--- src/rtl/onewire_tx_sequencer.sv ---
// onewire_tx_sequencer
//
// Master-side controller for the 1-wire output driver. It runs one complete
// transfer per accepted request. A transfer is a reset/presence cycle, then
// 1..MAX_BITS data bits sent LSB first, then exactly one status pulse.
//
// Ports
//   clk               system clock, shared with the driver
//   reset             asynchronous, active-high reset, shared with the driver
//   i_req             transfer request, accepted only while o_ready=1
//   i_data            frame to send; bit 0 goes on the wire first
//   i_nbits           number of bits to send, legal range 1..MAX_BITS
//   o_ready           high while idle and able to accept a request
//   o_done            one-cycle pulse: transfer completed
//   o_err_presence    one-cycle pulse: driver finished reset, no presence
//   o_err_len         one-cycle pulse: request rejected, illegal i_nbits
//   o_err_timeout     one-cycle pulse: driver handshake went silent too long
//   o_drv_start       one-cycle pulse to the driver start input
//   o_drv_serial      next data bit for the driver (shift register bit 0)
//   o_drv_bit_strobe  level, high while bits remain to be handed over
//   i_drv_busy        driver busy flag (registered inside the driver)
//   i_drv_done_reset  driver reset-done flag, one cycle before bit 0 is taken
//   i_drv_done_1bit   driver bit-done flag, the cycle strobe/serial are taken
module onewire_tx_sequencer #(
  parameter int MAX_BITS    = 64,
  parameter int CNT_W       = 7,
  parameter int WDOG_CYCLES = 2048
) (
  input  logic                clk,
  input  logic                reset,
  input  logic                i_req,
  input  logic [MAX_BITS-1:0] i_data,
  input  logic [CNT_W-1:0]    i_nbits,
  output logic                o_ready,
  output logic                o_done,
  output logic                o_err_presence,
  output logic                o_err_len,
  output logic                o_err_timeout,
  output logic                o_drv_start,
  output logic                o_drv_serial,
  output logic                o_drv_bit_strobe,
  input  logic                i_drv_busy,
  input  logic                i_drv_done_reset,
  input  logic                i_drv_done_1bit
);

  // The watchdog never needs to hold more than WDOG_CYCLES-1.
  localparam int WD_W = (WDOG_CYCLES > 2) ? $clog2(WDOG_CYCLES) : 1;

  localparam logic [CNT_W-1:0] MAX_N    = CNT_W'(MAX_BITS);
  localparam logic [WD_W-1:0]  WD_LIMIT = WD_W'(WDOG_CYCLES - 1);

  typedef enum logic [2:0] {
    IDLE,
    START,
    ARM,
    WAIT_PRES,
    SEND,
    FINISH
  } state_t;

  state_t              state, state_n;
  logic [MAX_BITS-1:0] shreg, shreg_n;
  logic [CNT_W-1:0]    rem, rem_n;
  logic [WD_W-1:0]     wdog, wdog_n;
  logic                pres_dly, pres_dly_n;
  logic                done_q, done_n;
  logic                err_pres_q, err_pres_n;
  logic                err_len_q, err_len_n;
  logic                err_to_q, err_to_n;

  logic                len_ok;
  logic                wdog_hit;

  assign len_ok   = (i_nbits != '0) && (i_nbits <= MAX_N);
  assign wdog_hit = (wdog == WD_LIMIT);

  // Status pulses come from flops so each one is a clean single-cycle pulse
  // in the cycle after the condition that caused it. Drive start and the
  // data path are decoded from state and the shift register.
  assign o_ready          = (state == IDLE);
  assign o_done           = done_q;
  assign o_err_presence   = err_pres_q;
  assign o_err_len        = err_len_q;
  assign o_err_timeout    = err_to_q;
  assign o_drv_serial     = shreg[0];
  assign o_drv_bit_strobe = (rem != '0);

  // State and datapath register. Reset aborts any transfer silently: every
  // status flop clears, so no pulse escapes after a mid-transfer reset.
  always_ff @(posedge clk or posedge reset) begin
    if (reset) begin
      state      <= IDLE;
      shreg      <= '0;
      rem        <= '0;
      wdog       <= '0;
      pres_dly   <= 1'b0;
      done_q     <= 1'b0;
      err_pres_q <= 1'b0;
      err_len_q  <= 1'b0;
      err_to_q   <= 1'b0;
    end else begin
      state      <= state_n;
      shreg      <= shreg_n;
      rem        <= rem_n;
      wdog       <= wdog_n;
      pres_dly   <= pres_dly_n;
      done_q     <= done_n;
      err_pres_q <= err_pres_n;
      err_len_q  <= err_len_n;
      err_to_q   <= err_to_n;
    end
  end

  // Next-state and datapath logic.
  //
  // The first shift happens the cycle after done_reset, which is the cycle
  // the driver takes bit 0; shifting then leaves bit 1 on serial for the
  // first done_1bit. Every later done_1bit with rem != 0 hands over one more
  // bit. A done_1bit seen with rem == 0 means the driver has taken the last
  // bit and is heading to its all-done state.
  //
  // The watchdog runs in ARM, WAIT_PRES and SEND and is cleared by either
  // driver done flag. A done flag is tested before expiry, so a done flag
  // arriving on the expiry cycle wins. Both abort paths clear rem and shreg
  // so the strobe drops as soon as we are back in IDLE.
  always_comb begin
    state_n     = state;
    shreg_n     = shreg;
    rem_n       = rem;
    wdog_n      = wdog;
    pres_dly_n  = 1'b0;
    done_n      = 1'b0;
    err_pres_n  = 1'b0;
    err_len_n   = 1'b0;
    err_to_n    = 1'b0;
    o_drv_start = 1'b0;

    case (state)
      IDLE: begin
        if (i_req) begin
          if (len_ok) begin
            shreg_n = i_data;
            rem_n   = i_nbits;
            wdog_n  = '0;
            state_n = START;
          end else begin
            err_len_n = 1'b1;
          end
        end
      end

      START: begin
        o_drv_start = 1'b1;
        state_n     = ARM;
      end

      // The driver's busy flag is registered, so it is not yet valid in the
      // cycle right after start. This state simply waits it out.
      ARM: begin
        if (wdog_hit) begin
          err_to_n = 1'b1;
          shreg_n  = '0;
          rem_n    = '0;
          wdog_n   = '0;
          state_n  = IDLE;
        end else begin
          wdog_n  = wdog + WD_W'(1);
          state_n = WAIT_PRES;
        end
      end

      WAIT_PRES: begin
        if (i_drv_done_reset) begin
          pres_dly_n = 1'b1;
          wdog_n     = '0;
          state_n    = SEND;
        end else if (!i_drv_busy) begin
          err_pres_n = 1'b1;
          shreg_n    = '0;
          rem_n      = '0;
          wdog_n     = '0;
          state_n    = IDLE;
        end else if (wdog_hit) begin
          err_to_n = 1'b1;
          shreg_n  = '0;
          rem_n    = '0;
          wdog_n   = '0;
          state_n  = IDLE;
        end else begin
          wdog_n = wdog + WD_W'(1);
        end
      end

      SEND: begin
        if (i_drv_done_1bit) begin
          wdog_n = '0;
          if (rem != '0) begin
            shreg_n = {1'b0, shreg[MAX_BITS-1:1]};
            rem_n   = rem - CNT_W'(1);
          end else begin
            state_n = FINISH;
          end
        end else if (wdog_hit) begin
          err_to_n = 1'b1;
          shreg_n  = '0;
          rem_n    = '0;
          wdog_n   = '0;
          state_n  = IDLE;
        end else begin
          wdog_n = wdog + WD_W'(1);
          if (pres_dly && (rem != '0)) begin
            shreg_n = {1'b0, shreg[MAX_BITS-1:1]};
            rem_n   = rem - CNT_W'(1);
          end
        end
      end

      // o_drv_start stays low here so the driver cannot re-enter reset.
      FINISH: begin
        done_n  = 1'b1;
        state_n = IDLE;
      end

      default: begin
        state_n = IDLE;
      end
    endcase
  end

endmodule
--- config.mk ---
export PLATFORM = sky130hd
export DESIGN_NAME = onewire_tx_sequencer
export DESIGN_NICKNAME = d
export VERILOG_FILES = /design/src/rtl/onewire_tx_sequencer.sv
export SDC_FILE = /design/constraint.sdc
export NUM_CORES = 1
export LEC_CHECK = 0
export CAP_MARGIN = 10
export CORE_MARGIN = 10
export CORE_UTILIZATION = 51
export DETAILED_ROUTE_END_ITERATION = 10
export PLACE_DENSITY = 0.79
export SLEW_MARGIN = 10
export SYNTH_ARGS = -nofsm -noshare
export SYNTH_HDL_FRONTEND = slang
export SYNTH_SLANG_ARGS = --single-unit
--- constraint.sdc ---
create_clock -name clk -period 3.25 [get_ports clk]
set_input_delay 0.65 -clock clk [delete_from_list [all_inputs] [get_ports clk]]
set_output_delay 0.65 -clock clk [all_outputs]
set_load 0.01 [all_outputs]
# Yosys cells after proc, flatten, opt, wreduce, memory -nomap -nowiden
# Index checks and enable logic that the tools add are counted.
# W data, S select, Z words.
[word_totals]
output_inout_bits = 8
ff_bits = 90
wordCells = 84
input_bits = 77
[classes]
eq_ne = 12
n_mux = 51
n_reduce_logical = 9
magnitude_cmp = 1
n_addsub = 2
[ops]
columns = ["cell", "count"]
rows = [
  ["$mux W64", 9],
  ["$pmux W64 S4", 1],
  ["$mux W11", 6],
  ["$mux W7", 9],
  ["$pmux W11 S4", 1],
  ["$pmux W7 S4", 1],
  ["$mux W3", 7],
  ["$pmux W3 S5", 1],
  ["$mux W1", 14],
  ["$reduce_bool A7 Y1", 2],
  ["$add A11 B1 Y11 const B", 1],
  ["$eq A11 B11 Y1 const B", 1],
  ["$le A7 B7 Y1 const B", 1],
  ["$sub A7 B1 Y7 const B", 1],
  ["$eq A3 B2 Y1 const B", 2],
  ["$eq A3 B3 Y1 const B", 2],
  ["$ne A3 B3 Y1 const B", 2],
  ["$reduce_and A3 Y1", 2],
  ["$reduce_and A6 Y1", 1],
  ["$ne A2 B2 Y1 const B", 2],
  ["$ne A4 B4 Y1 const B", 1],
  ["$reduce_bool A4 Y1", 1],
  ["$eq A3 B1 Y1 const B", 1],
  ["$logic_not A3 Y1", 1],
  ["other kinds (4)", 5],
]

# Logic depth before layout (Yosys ltp)
[logic_depth]
ltp_word = 6
ltp_mapped = 10
ltp_nobuf = 7

# Worst setup path before layout
# No wires, ideal clock.
[synth_timing]
path_type = "input-to-reg"
from = "input port i_nbits[5]"
to = "register rem[1]"
path_buffers = 3
slack_ps = 509
path_stages = 8
setup_ps = 126
arrival_time_ps = 2615
required_ps = 3124
cell_sequence = "or4_1 -> or4_1 -> and2_1 -> and3_1 -> buf_6 -> buf_6 -> buf_6 -> a221o_1"
[synth_via]
elab_chain_cells = 4
word_cells_on_any_way = 5
classes_between = "order compare (1); eq/ne (1); reduce/logical (3)"
[synth_rtl]
columns = ["element", "line", "rtl"]
rows = [
  ["from (decl)", "33", "input logic [CNT_W-1:0] i_nbits,"],
  ["$le A7 B7 Y1 or $reduce_bool A7 Y1 (tied branches)", "75", "assign len_ok = (i_nbits != '0) && (i_nbits <= MAX_N);"],
  ["$logic_and A1 B1 Y1 *", "75", ""],
  ["$ne A2 B1 Y1 (no line) *", "n/a", ""],
  ["$reduce_and A6 Y1 (no line) *", "n/a", ""],
  ["to (signal assigned)", "105", "rem <= rem_n;"],
  ["to (decl)", "64", "logic [CNT_W-1:0] rem, rem_n;"],
]
# Every way passes the cells marked *; elsewhere a longest branch is shown, timed or not.
# A chain may end at the register's enable or synchronous reset.

# Final worst setup path
[layout_timing]
from = "input port i_nbits[5]"
to = "register shreg[39]"
[layout_via]
elab_chain_cells = 4
word_cells_on_any_way = 5
classes_between = "order compare (1); eq/ne (1); reduce/logical (3)"
[layout_rtl]
columns = ["element", "line", "rtl"]
rows = [
  ["$le A7 B7 Y1 or $reduce_bool A7 Y1 (tied branches)", "75", ""],
  ["$logic_and A1 B1 Y1 *", "75", ""],
  ["$ne A2 B1 Y1 (no line) *", "n/a", ""],
  ["$reduce_and A6 Y1 (no line) *", "n/a", ""],
  ["to (signal assigned)", "104", "shreg <= shreg_n;"],
  ["to (decl)", "63", "logic [MAX_BITS-1:0] shreg, shreg_n;"],
]
# Marked as above.

==> reports/results.tsv <==
stage	metric	value	unit
outcome	outcome	complete, no violations	
sta	post-route-period-util	90.9	%
finish	diodes	0	
finish	layout.nets	545	
clock_network	worst_skew_pair.late_latency	350	ps
sta	rsz0062_at_grt	no	
global_routing	gr-total-overflow	0	
clock_network	clockBufferDepth	2	
clock_network	cts_sinks	90	
sta	whs	485	ps
sta	min_period	2950	ps
logic_synthesis	synthTopCellsByArea	dfrtp_1 (53%), a22o_1 (13%), a21o_1 (11%), o21ai_0 (2.4%), nor2_1 (2.0%)	
global_routing	grt_usage	16.4	%
routing	vias	3402	
flow_run	drv_cap	0	
sta	final.setup.tns	0	ps
sta	relSlewSlack	55.2	%
logic_synthesis	async_flop_share	100	%
logic_synthesis	syn_nets	466	
finish	syn_to_final_growth	27.3	%
die	dieArea	12300	um^2
worst_setup_path	path_cells	clkdlybuf4s50_1, or4_1, or4_1, and2_1, and3_2, buf_4, a22o_1, a21o_1	
worst_setup_path	worstPathMaxFanout	20	
clock_network	cts_hold_buf	0	
worst_setup_path	arrival	3180	ps
placed_design	hpwl	7150	um
min_path	hp-class	flip-flop to flip-flop	
global_routing	grt_first_pass_wirelength	17000	um
worst_setup_path	cpMostUsedCell	or4_1	
worst_setup_path	r2r-start	wdog[0]	
die	rows	33	
logic_synthesis	synth_flop_cell	dfrtp_1	
placed_design	portBuffers	84	
routing	vias_per_cell	5.92	
pwr	pwr-share-clk	16.5	%
logic_synthesis	netlist_instances	386	
sta	slew_viol_final	0	
routing	wire_per_inst	17.7	um
logic_synthesis	yosysMostFrequentCell	dfrtp_1	
sta	fmax	339	MHz
routing	ant_nets	0	
finish	drive_gt1_share	7.66	%
worst_setup_path	crit_start	i_nbits[5]	
logic_synthesis	synth_seq_cells	90	
sta	clock-skew-final	16.5	ps
pwr	peakVddDrop	417	uV
global_routing	grt_pass1_vias	3486	
finish	final_util	66.1	%
clock_network	numCtsBuffers	9	
min_path	worstHoldStart	shreg[24]	
worst_setup_path	end_kind	flip-flop	
pwr	seqPwrFrac	44.9	%
global_routing	grt_max_degree	50	
sta	layout_setup_ws	296	ps
clock_network	cts_htree_levels	3	
logic_synthesis	ys_top_cells_by_count	dfrtp_1 (90), a22o_1 (65), a21o_1 (64)	
placed_design	finalWeightedCongestion	0.849	
logic_synthesis	synthesis.area	4220	um^2
pwr	power_density	781	nW/um^2
clock_network	postCtsResizedCells	0	
sta	finalHoldViolations	0	
clock_network	cts_root_buf	clkbuf_8	
routing	drc	0	
routing	drt-total-wl	10200	um
placed_design	pre_cts_slack	29.8	ps
logic_synthesis	synth_edf_count	0	
worst_setup_path	slowest_stage	or4_1	
pwr	switching_share	37.1	%
logic_synthesis	synth-warning-count	0	
worst_setup_path	required	3480	ps
logic_synthesis	ys_types	39	
die	start_util	51.9	%
clock_network	clk_pin_slew	100	ps
routing	drtPass1Iterations	4	
sta	worstMarginPinSlew	672	ps
die	chipHeight	111	um
pwr	p_leak	2.84	nW
logic_synthesis	synth_area_leader_cell	dfrtp_1	
die	ios	85	
logic_synthesis	yosysSeqAreaShare	53.4	%
pwr	power_frac_comb	38.6	%
worst_setup_path	critPathLaunchType	input pin	
worst_setup_path	slowest_delay	610	ps
worst_setup_path	worstSetupPathType	input pin to flip-flop	
routing	drt_iter0_drc	187	
clock_network	cts_tree	done	
die	core	8130	um^2
clock_network	postCtsSetupBuffers	0	
logic_synthesis	avgSynthCellArea	10.9	um^2
sta	setup_viol	0	
pwr	p_switching	0.00156	W
logic_synthesis	yosysTopAreaCellShare	53.4	%
pwr	p_int	0.00264	W
global_routing	antenna_found_initial	0	
die	die_x	111	um
state kept, by name, summed over array words and instances, names as in the netlist:
| register | cells |
|---|---|
| o_done | 1 |
| o_err_len | 1 |
| o_err_presence | 1 |
| o_err_timeout | 1 |
| pres_dly | 1 |
| rem | 7 |
| shreg | 64 |
| state | 3 |
| wdog | 11 |
metrics by stage:
stage,std cells,power (W),area [um^2]
2_1_floorplan,386,0.00295,4220
3_3_place_gp,559,0.00343,5190
3_5_place_dp,559,0.00351,5190
4_1_cts,575,0.00421,5370
5_1_grt,575,0.00449,5370
6_report,575,0.00419,5370
placed cells by master, fill, tap and decap left out, types with 2 or more instances in the layout:
cell type / count
dfrtp_1: 90
clkdlybuf4s50_1: 84
a22o_1: 65
a21o_1: 64
nor2_1: 21
o21ai_0: 20
nand2_1: 17
clkbuf_8: 10
buf_4: 9
nor3_1: 8
inv_1: 6
nand3_1: 5
and2_1: 5
a31oi_1: 5
o31ai_1: 4
a211oi_1: 4
nand2b_1: 4
a21oi_1: 4
or4_1: 3
nor2b_1: 3
clkinv_2: 3
o41ai_1: 3
and3_1: 3
ha_1: 3
buf_12: 3
nand4_1: 2
xnor2_1: 2
clkinvlp_4: 2
clkinv_4: 2
per-layer routing:
| layer | vias up | GRT usage, % | share of wire, % |
|---|---|---|---|
| li1 | 1605 | - | - |
| met1 | 1691 | 21.4 | 46 |
| met2 | 89 | 26.4 | 49 |
| met3 | 17 | 2.65 | 3.1 |
| met4 | 0 | 6.34 | 1.8 |
| met5 | - | 0 | 0 |
kinds of logic after synthesis:
group                    count (synthesis)  share of synthesized area, %
AO/OA/AOI/OAI                          176                          31.9
flip-flops                              90                          53.4
AND/OR/NAND/NOR                         79                          9.25
buffers and inverters                   35                          3.91
XOR/XNOR                                 3                         0.623
adder cells (fa/ha/maj)                  3                         0.890
cell type report:
cell class,count,area (um^2)
well taps,105,131
multi-input cells,261,1810
fillers,634,2760
flip-flops and latches,90,2250
clock inverters,6,42.5
repair buffers,96,968
inverters,7,27.5
clock buffers,10,138
critical path, delay by kind of cell:
family          cells  cell delay, ps
compound gates      2             360
simple gates        4            1500
buf+inv             2             660
power groups by stage:
stage | registers, W | logic, W | clock network [W]
final | 0.00188 | 0.00162 | 0.000694
after global routing | 0.00194 | 0.00180 | 0.000757
after CTS | 0.00187 | 0.00163 | 0.000707
after detailed placement | 0.00190 | 0.00162 | 0
after global placement | 0.00187 | 0.00156 | 0
after floorplan | 0.00180 | 0.00115 | 0
path summary, 6_finish.rpt:
| check | endpoint | slack (ps) | cells after the start |
|---|---|---|---|
| worst min-delay path | shreg[24] | 480 | 1 |
| min in group asynchronous | shreg[24] | 690 | 2 |
| worst min register to register | shreg[24] | 480 | 1 |
| max in group asynchronous | wdog[0] | 1800 | 3 |
| worst max register to register | shreg[2] | 330 | 8 |
| worst max-delay path | shreg[39] | 300 | 8 |
(Power assumes the default switching activity.)
